**src/rtl/serial_word_adapter.sv**
```systemverilog
// Parallel-to-serial front end for the bit-serial stack register cell.
// Optional macro SERIAL_ADAPTER_MSB_FIRST_EN selects MSB-first bit ordering.
module serial_word_adapter #(
  parameter int unsigned SIZE     = 4,
  parameter int unsigned READ_LAT = 1
) (
  input  logic            clk_i,
  input  logic            rst_i,
  input  logic            wr_valid_i,
  output logic            wr_ready_o,
  input  logic [SIZE-1:0] wr_data_i,
  input  logic            rd_req_i,
  output logic            rd_valid_o,
  output logic [SIZE-1:0] rd_data_o,
  output logic            busy_o,
  output logic            ser_din_o,
  output logic            ser_write_o,
  output logic            ser_read_o,
  input  logic            ser_dout_i
);

`ifdef SERIAL_ADAPTER_MSB_FIRST_EN
  localparam bit MSB_FIRST = 1'b1;
`else
  localparam bit MSB_FIRST = 1'b0;
`endif

  localparam int unsigned CNT_W     = $clog2(SIZE + READ_LAT + 1);
  localparam int unsigned WAIT_LOAD = (READ_LAT > 0) ? READ_LAT - 1 : 0;

  typedef enum logic [1:0] {IDLE, SHIFT_OUT, READ_WAIT, SHIFT_IN} state_e;

  state_e            state_q, state_d;
  logic [CNT_W-1:0]  cnt_q, cnt_d;
  logic [SIZE-1:0]   sreg_q, sreg_d;
  logic [SIZE-1:0]   cap_q, cap_d;
  logic [SIZE-1:0]   rd_data_q, rd_data_d;
  logic              rd_valid_q, rd_valid_d;
  logic              wr_ready_q, wr_ready_d;
  logic              busy_q, busy_d;
  logic              ser_din_q, ser_din_d;
  logic              ser_write_q, ser_write_d;
  logic              ser_read_q, ser_read_d;
  logic              cnt_zero;
  logic [SIZE-1:0]   cap_shift;

  assign cnt_zero  = (cnt_q == '0);
  assign cap_shift = MSB_FIRST ? {cap_q[SIZE-2:0], ser_dout_i}
                               : {ser_dout_i, cap_q[SIZE-1:1]};

  // State register
  always_ff @(posedge clk_i) begin
    if (rst_i) state_q <= IDLE;
    else       state_q <= state_d;
  end

  // Next-state logic
  always_comb begin
    state_d = state_q;
    case (state_q)
      IDLE: begin
        if (wr_valid_i)    state_d = SHIFT_OUT;
        else if (rd_req_i) state_d = (READ_LAT > 0) ? READ_WAIT : SHIFT_IN;
      end
      SHIFT_OUT: if (cnt_zero) state_d = IDLE;
      READ_WAIT: if (cnt_zero) state_d = SHIFT_IN;
      SHIFT_IN:  if (cnt_zero) state_d = IDLE;
      default:   state_d = IDLE;
    endcase
  end

  // Output and datapath next values; every output is a register loaded from here
  always_comb begin
    cnt_d       = cnt_q;
    sreg_d      = sreg_q;
    cap_d       = cap_q;
    rd_data_d   = rd_data_q;
    rd_valid_d  = 1'b0;
    ser_din_d   = 1'b0;
    ser_write_d = 1'b0;
    ser_read_d  = 1'b0;
    wr_ready_d  = (state_d == IDLE);
    busy_d      = (state_d != IDLE);
    case (state_q)
      IDLE: begin
        if (wr_valid_i) begin
          cnt_d       = CNT_W'(SIZE - 1);
          ser_write_d = 1'b1;
          ser_din_d   = MSB_FIRST ? wr_data_i[SIZE-1] : wr_data_i[0];
          sreg_d      = MSB_FIRST ? {wr_data_i[SIZE-2:0], 1'b0}
                                  : {1'b0, wr_data_i[SIZE-1:1]};
        end else if (rd_req_i) begin
          ser_read_d = 1'b1;
          cnt_d      = (READ_LAT > 0) ? CNT_W'(WAIT_LOAD) : CNT_W'(SIZE - 1);
        end
      end
      SHIFT_OUT: begin
        if (!cnt_zero) begin
          cnt_d       = cnt_q - CNT_W'(1);
          ser_write_d = 1'b1;
          ser_din_d   = MSB_FIRST ? sreg_q[SIZE-1] : sreg_q[0];
          sreg_d      = MSB_FIRST ? {sreg_q[SIZE-2:0], 1'b0}
                                  : {1'b0, sreg_q[SIZE-1:1]};
        end
      end
      READ_WAIT: begin
        cnt_d = cnt_zero ? CNT_W'(SIZE - 1) : cnt_q - CNT_W'(1);
      end
      SHIFT_IN: begin
        cap_d = cap_shift;
        if (cnt_zero) begin
          rd_data_d  = cap_shift;
          rd_valid_d = 1'b1;
        end else begin
          cnt_d = cnt_q - CNT_W'(1);
        end
      end
      default: ;
    endcase
  end

  // Datapath and output registers
  always_ff @(posedge clk_i) begin
    if (rst_i) begin
      cnt_q       <= '0;
      sreg_q      <= '0;
      cap_q       <= '0;
      rd_data_q   <= '0;
      rd_valid_q  <= 1'b0;
      wr_ready_q  <= 1'b1;
      busy_q      <= 1'b0;
      ser_din_q   <= 1'b0;
      ser_write_q <= 1'b0;
      ser_read_q  <= 1'b0;
    end else begin
      cnt_q       <= cnt_d;
      sreg_q      <= sreg_d;
      cap_q       <= cap_d;
      rd_data_q   <= rd_data_d;
      rd_valid_q  <= rd_valid_d;
      wr_ready_q  <= wr_ready_d;
      busy_q      <= busy_d;
      ser_din_q   <= ser_din_d;
      ser_write_q <= ser_write_d;
      ser_read_q  <= ser_read_d;
    end
  end

  assign wr_ready_o  = wr_ready_q;
  assign busy_o      = busy_q;
  assign rd_valid_o  = rd_valid_q;
  assign rd_data_o   = rd_data_q;
  assign ser_din_o   = ser_din_q;
  assign ser_write_o = ser_write_q;
  assign ser_read_o  = ser_read_q;

endmodule

```
**config.mk**
```make
export PLATFORM = sky130hd
export DESIGN_NAME = serial_word_adapter
export DESIGN_NICKNAME = d
export VERILOG_FILES = /design/src/rtl/serial_word_adapter.sv
export SDC_FILE = /design/constraint.sdc
export NUM_CORES = 1
export LEC_CHECK = 0
export CAP_MARGIN = 20
export CORE_UTILIZATION = 47
export DETAILED_ROUTE_END_ITERATION = 16
export GPL_TIMING_DRIVEN = 0
export PLACE_DENSITY_LB_ADDON = 0.15
export SKIP_LAST_GASP = 1
export SYNTH_ARGS = -nofsm -noshare
export SYNTH_HDL_FRONTEND = slang
export SYNTH_SLANG_ARGS = --single-unit
export TNS_END_PERCENT = 1
```
**constraint.sdc**
```tcl
create_clock -name clk_i -period 1.96 [get_ports clk_i]
set_input_delay 0.392 -clock clk_i [delete_from_list [all_inputs] [get_ports clk_i]]
set_output_delay 0.392 -clock clk_i [all_outputs]
set_load 0.01 [all_outputs]
```
==> metrics.yaml <==
floorplanning:
  die-height_um: 44.77
  rows: 15
  start_util_pct: 49.78
  fp.dieW_um: 44.77
  die_area_mm2: 0.002004
  core_mm2: 0.001727
  io_pins: 19
synth:
  avgSynthCellArea_um2: 9.048
  ys_warn_count: 0
  synth_cell_types: 29
  syn-num-nets: 106
  yosysSeqAreaShare_pct: 48.91
  netlist_instances: 95
  ys_ff_latch: 21
  netlist_area_um2: 859.6
outcome:
  outcome: "finished clean"
setup_path:
  cp-start-kind: "register"
  timing.critical_path.to: "cnt_q[2]$_SDFFE_PP0P_"
  startpoint: "cnt_q[0]$_SDFFE_PP0P_"
  critical_path_class: "reg -> reg"
  r2r_start: "cnt_q[0]$_SDFFE_PP0P_"
  path_max_fanout: 5
  crit_required_ps: 2200
  regToRegSetupSlack_ps: 290
  r2r-end: "cnt_q[2]$_SDFFE_PP0P_"
  endpoint_kind: "register"
  r2r_cells: 6
  worstPathArrival_ps: 1910
global_route:
  grt_pass1_vias: 574
  grt_pass1_wl_mm: 2.532
  overflow: 0
  antenna_found_initial: 0
  track_usage_pct: 17.31
  grt_max_degree: 13
pwr:
  irDropWorstVdd_v: 0.0005951
  leakagePower_nw: 0.4518
  total_power_uw: 941.6
  cellPowerDensity_mw_per_mm2: 857.1
place:
  port-buffer-count: 18
  dpl_worst_slack_ps: 28.46
  place_congestion: 0.7888
  dpl.hpwl_mm: 1.150
cts:
  clock_path_buffers: 2
  path_clk_slew_ps: 120
  postCtsSetupBuffers: 0
  clkLatencyLatePin_ps: 300
  cts_resized: 0
  hold_buffers: 0
  cts.sink_count: 21
  h-tree-depth: 1
  cts_tree: "yes"
  cts_root_buf: "clkbuf_4"
  numCtsBuffers: 3
timing:
  tightest_slew_ps: 459.5
  finalSetupViolCount: 0
  fmax_mhz: 598.2
  period_minus_slack_ps: 1672
  setup_tns_ps: 0
  rsz0062_at_grt: "false"
  hold_violations: 0
  relSlewSlack_pct: 69.37
  maxSlewViolCount: 0
  setup_ws_ps: 288.4
  holdWs_ps: 463.0
  fin_skew_ps: 3.530
  finalCritPeriodShare_pct: 85.28
layout:
  diodes: 0
  fillers: 171
  layout-drive-gt1-share_pct: 8.547
  utilization_pct: 63.62
  fin_nets: 129
  syn_to_final_growth_pct: 27.80
detailed_routing:
  drt_iter0_drc: 10
  drc_errors: 0
  antenna_left: 0
  wire_per_inst_um: 11.13
  drt_pre_antenna_iters: 5
  vias: 730
  vias_per_cell: 5.141
  wirelength_mm: 1.581
min_path:
  hp-class: "reg -> reg"
flow_run:
  drv_cap: 0
## stage by stage
stage	cell area, um2	instances
after floorplan	859.6	95
final	1099	142
after detailed placement	1071	138
after global routing	1099	142
after CTS	1099	142
after global placement	1071	138
## sequential cells by signal, summed over array words and instances (netlist names)
register,count
busy_o,1
cap_q,3
cnt_q,3
rd_data_o,4
rd_valid_o,1
ser_din_o,1
ser_read_o,1
ser_write_o,1
sreg_q,3
state_q,2
wr_ready_o,1
## metal layers
layer	part of all wire, %	GRT usage [%]
met5	0	0
met4	0.89	5.455
met3	3.0	4.800
met2	47	27.06
met1	49	23.25
## Yosys cell counts
master / count / area (um2)
or3_1: 1 / 6.260
and2b_1: 1 / 7.510
nor3b_1: 2 / 15.01
a31oi_1: 1 / 6.260
and3b_1: 1 / 8.760
o211ai_1: 1 / 7.510
buf_1: 1 / 3.750
nor3_1: 3 / 15.01
mux2i_1: 6 / 60.06
inv_1: 5 / 18.77
buf_4: 1 / 7.510
ha_1: 2 / 25.02
buf_2: 1 / 5.000
o22ai_2: 1 / 12.51
or3_4: 1 / 11.26
nand3_1: 5 / 25.02
nor2_1: 16 / 60.06
a32oi_1: 3 / 26.28
or4_1: 1 / 7.510
dfxtp_1: 21 / 420.4
o21ai_0: 1 / 5.000
nand2b_1: 1 / 6.260
or2b_2: 1 / 8.760
nand2_1: 6 / 22.52
clkbuf_1: 2 / 7.510
or2_2: 1 / 6.260
o221ai_1: 1 / 8.760
a21oi_1: 6 / 30.03
a211oi_1: 2 / 15.01
## worst min-delay path by stage
stage	start	endpoint	slack, ps	cells past startpoint
after global routing	cap_q[1]$_SDFFE_PP0P_	cap_q[1]$_SDFFE_PP0P_	480	2
after CTS	cap_q[1]$_SDFFE_PP0P_	cap_q[1]$_SDFFE_PP0P_	460	2
final	cap_q[1]$_SDFFE_PP0P_	cap_q[1]$_SDFFE_PP0P_	460	2
after detailed placement	cap_q[1]$_SDFFE_PP0P_	cap_q[1]$_SDFFE_PP0P_	450	2
after floorplan	cap_q[1]$_SDFFE_PP0P_	cap_q[1]$_SDFFE_PP0P_	440	2
after global placement	cnt_q[0]$_SDFFE_PP0P_	cnt_q[0]$_SDFFE_PP0P_	440	2
## report_power, final
group          switching (mW)  total [mW]  internal, mW  leakage, nW
Sequential             0.0208       0.487         0.466        0.172
Clock                   0.135       0.211        0.0760       0.0177
Combinational           0.129       0.243         0.114        0.262
Total                   0.285       0.942         0.656        0.452
## critical path, cell delays in order, from the launching register on
cell and delay [ps]:
dfxtp_1 350, inv_1 70, ha_1 220, or2b_2 220, o22ai_2 120, or4_1 470, a31oi_1 160
## layout make-up
cell class	count	area [um2]	share of cell area [%]
buffer	5	23.77	2.164
inverter	5	18.77	1.708
clock inverter	1	5.005	0.4556
clock buffer	3	22.52	2.050
multi-input combinational	64	396.6	36.10
timing repair buffer	18	180.2	16.40
tap	25	31.28	2.847
sequential	21	420.4	38.27
## cells in the final DEF, fill, tap and decap left out, types with 2 or more instances in the layout
master           synthesis  final
dfxtp_1                 21     21
clkdlybuf4s50_1          0     18
nor2_1                  16     16
mux2i_1                  6      6
a21oi_1                  6      6
nand2_1                  6      6
inv_1                    5      5
nand3_1                  5      5
nor3_1                   3      3
a32oi_1                  3      3
clkbuf_4                 0      3
clkbuf_1                 2      2
nor3b_1                  2      2
a211oi_1                 2      2
ha_1                     2      2
## cells by family after synthesis
family | count (synthesis) | synth area share (%)
and+or+nand+nor | 40 | 23.29
buffers and inverters | 10 | 4.949
muxes | 6 | 6.987
adders and majority gates | 2 | 2.911
DFF | 21 | 48.91
AOI/OAI and AO/OA | 16 | 12.96
(Power assumes the default switching activity.)
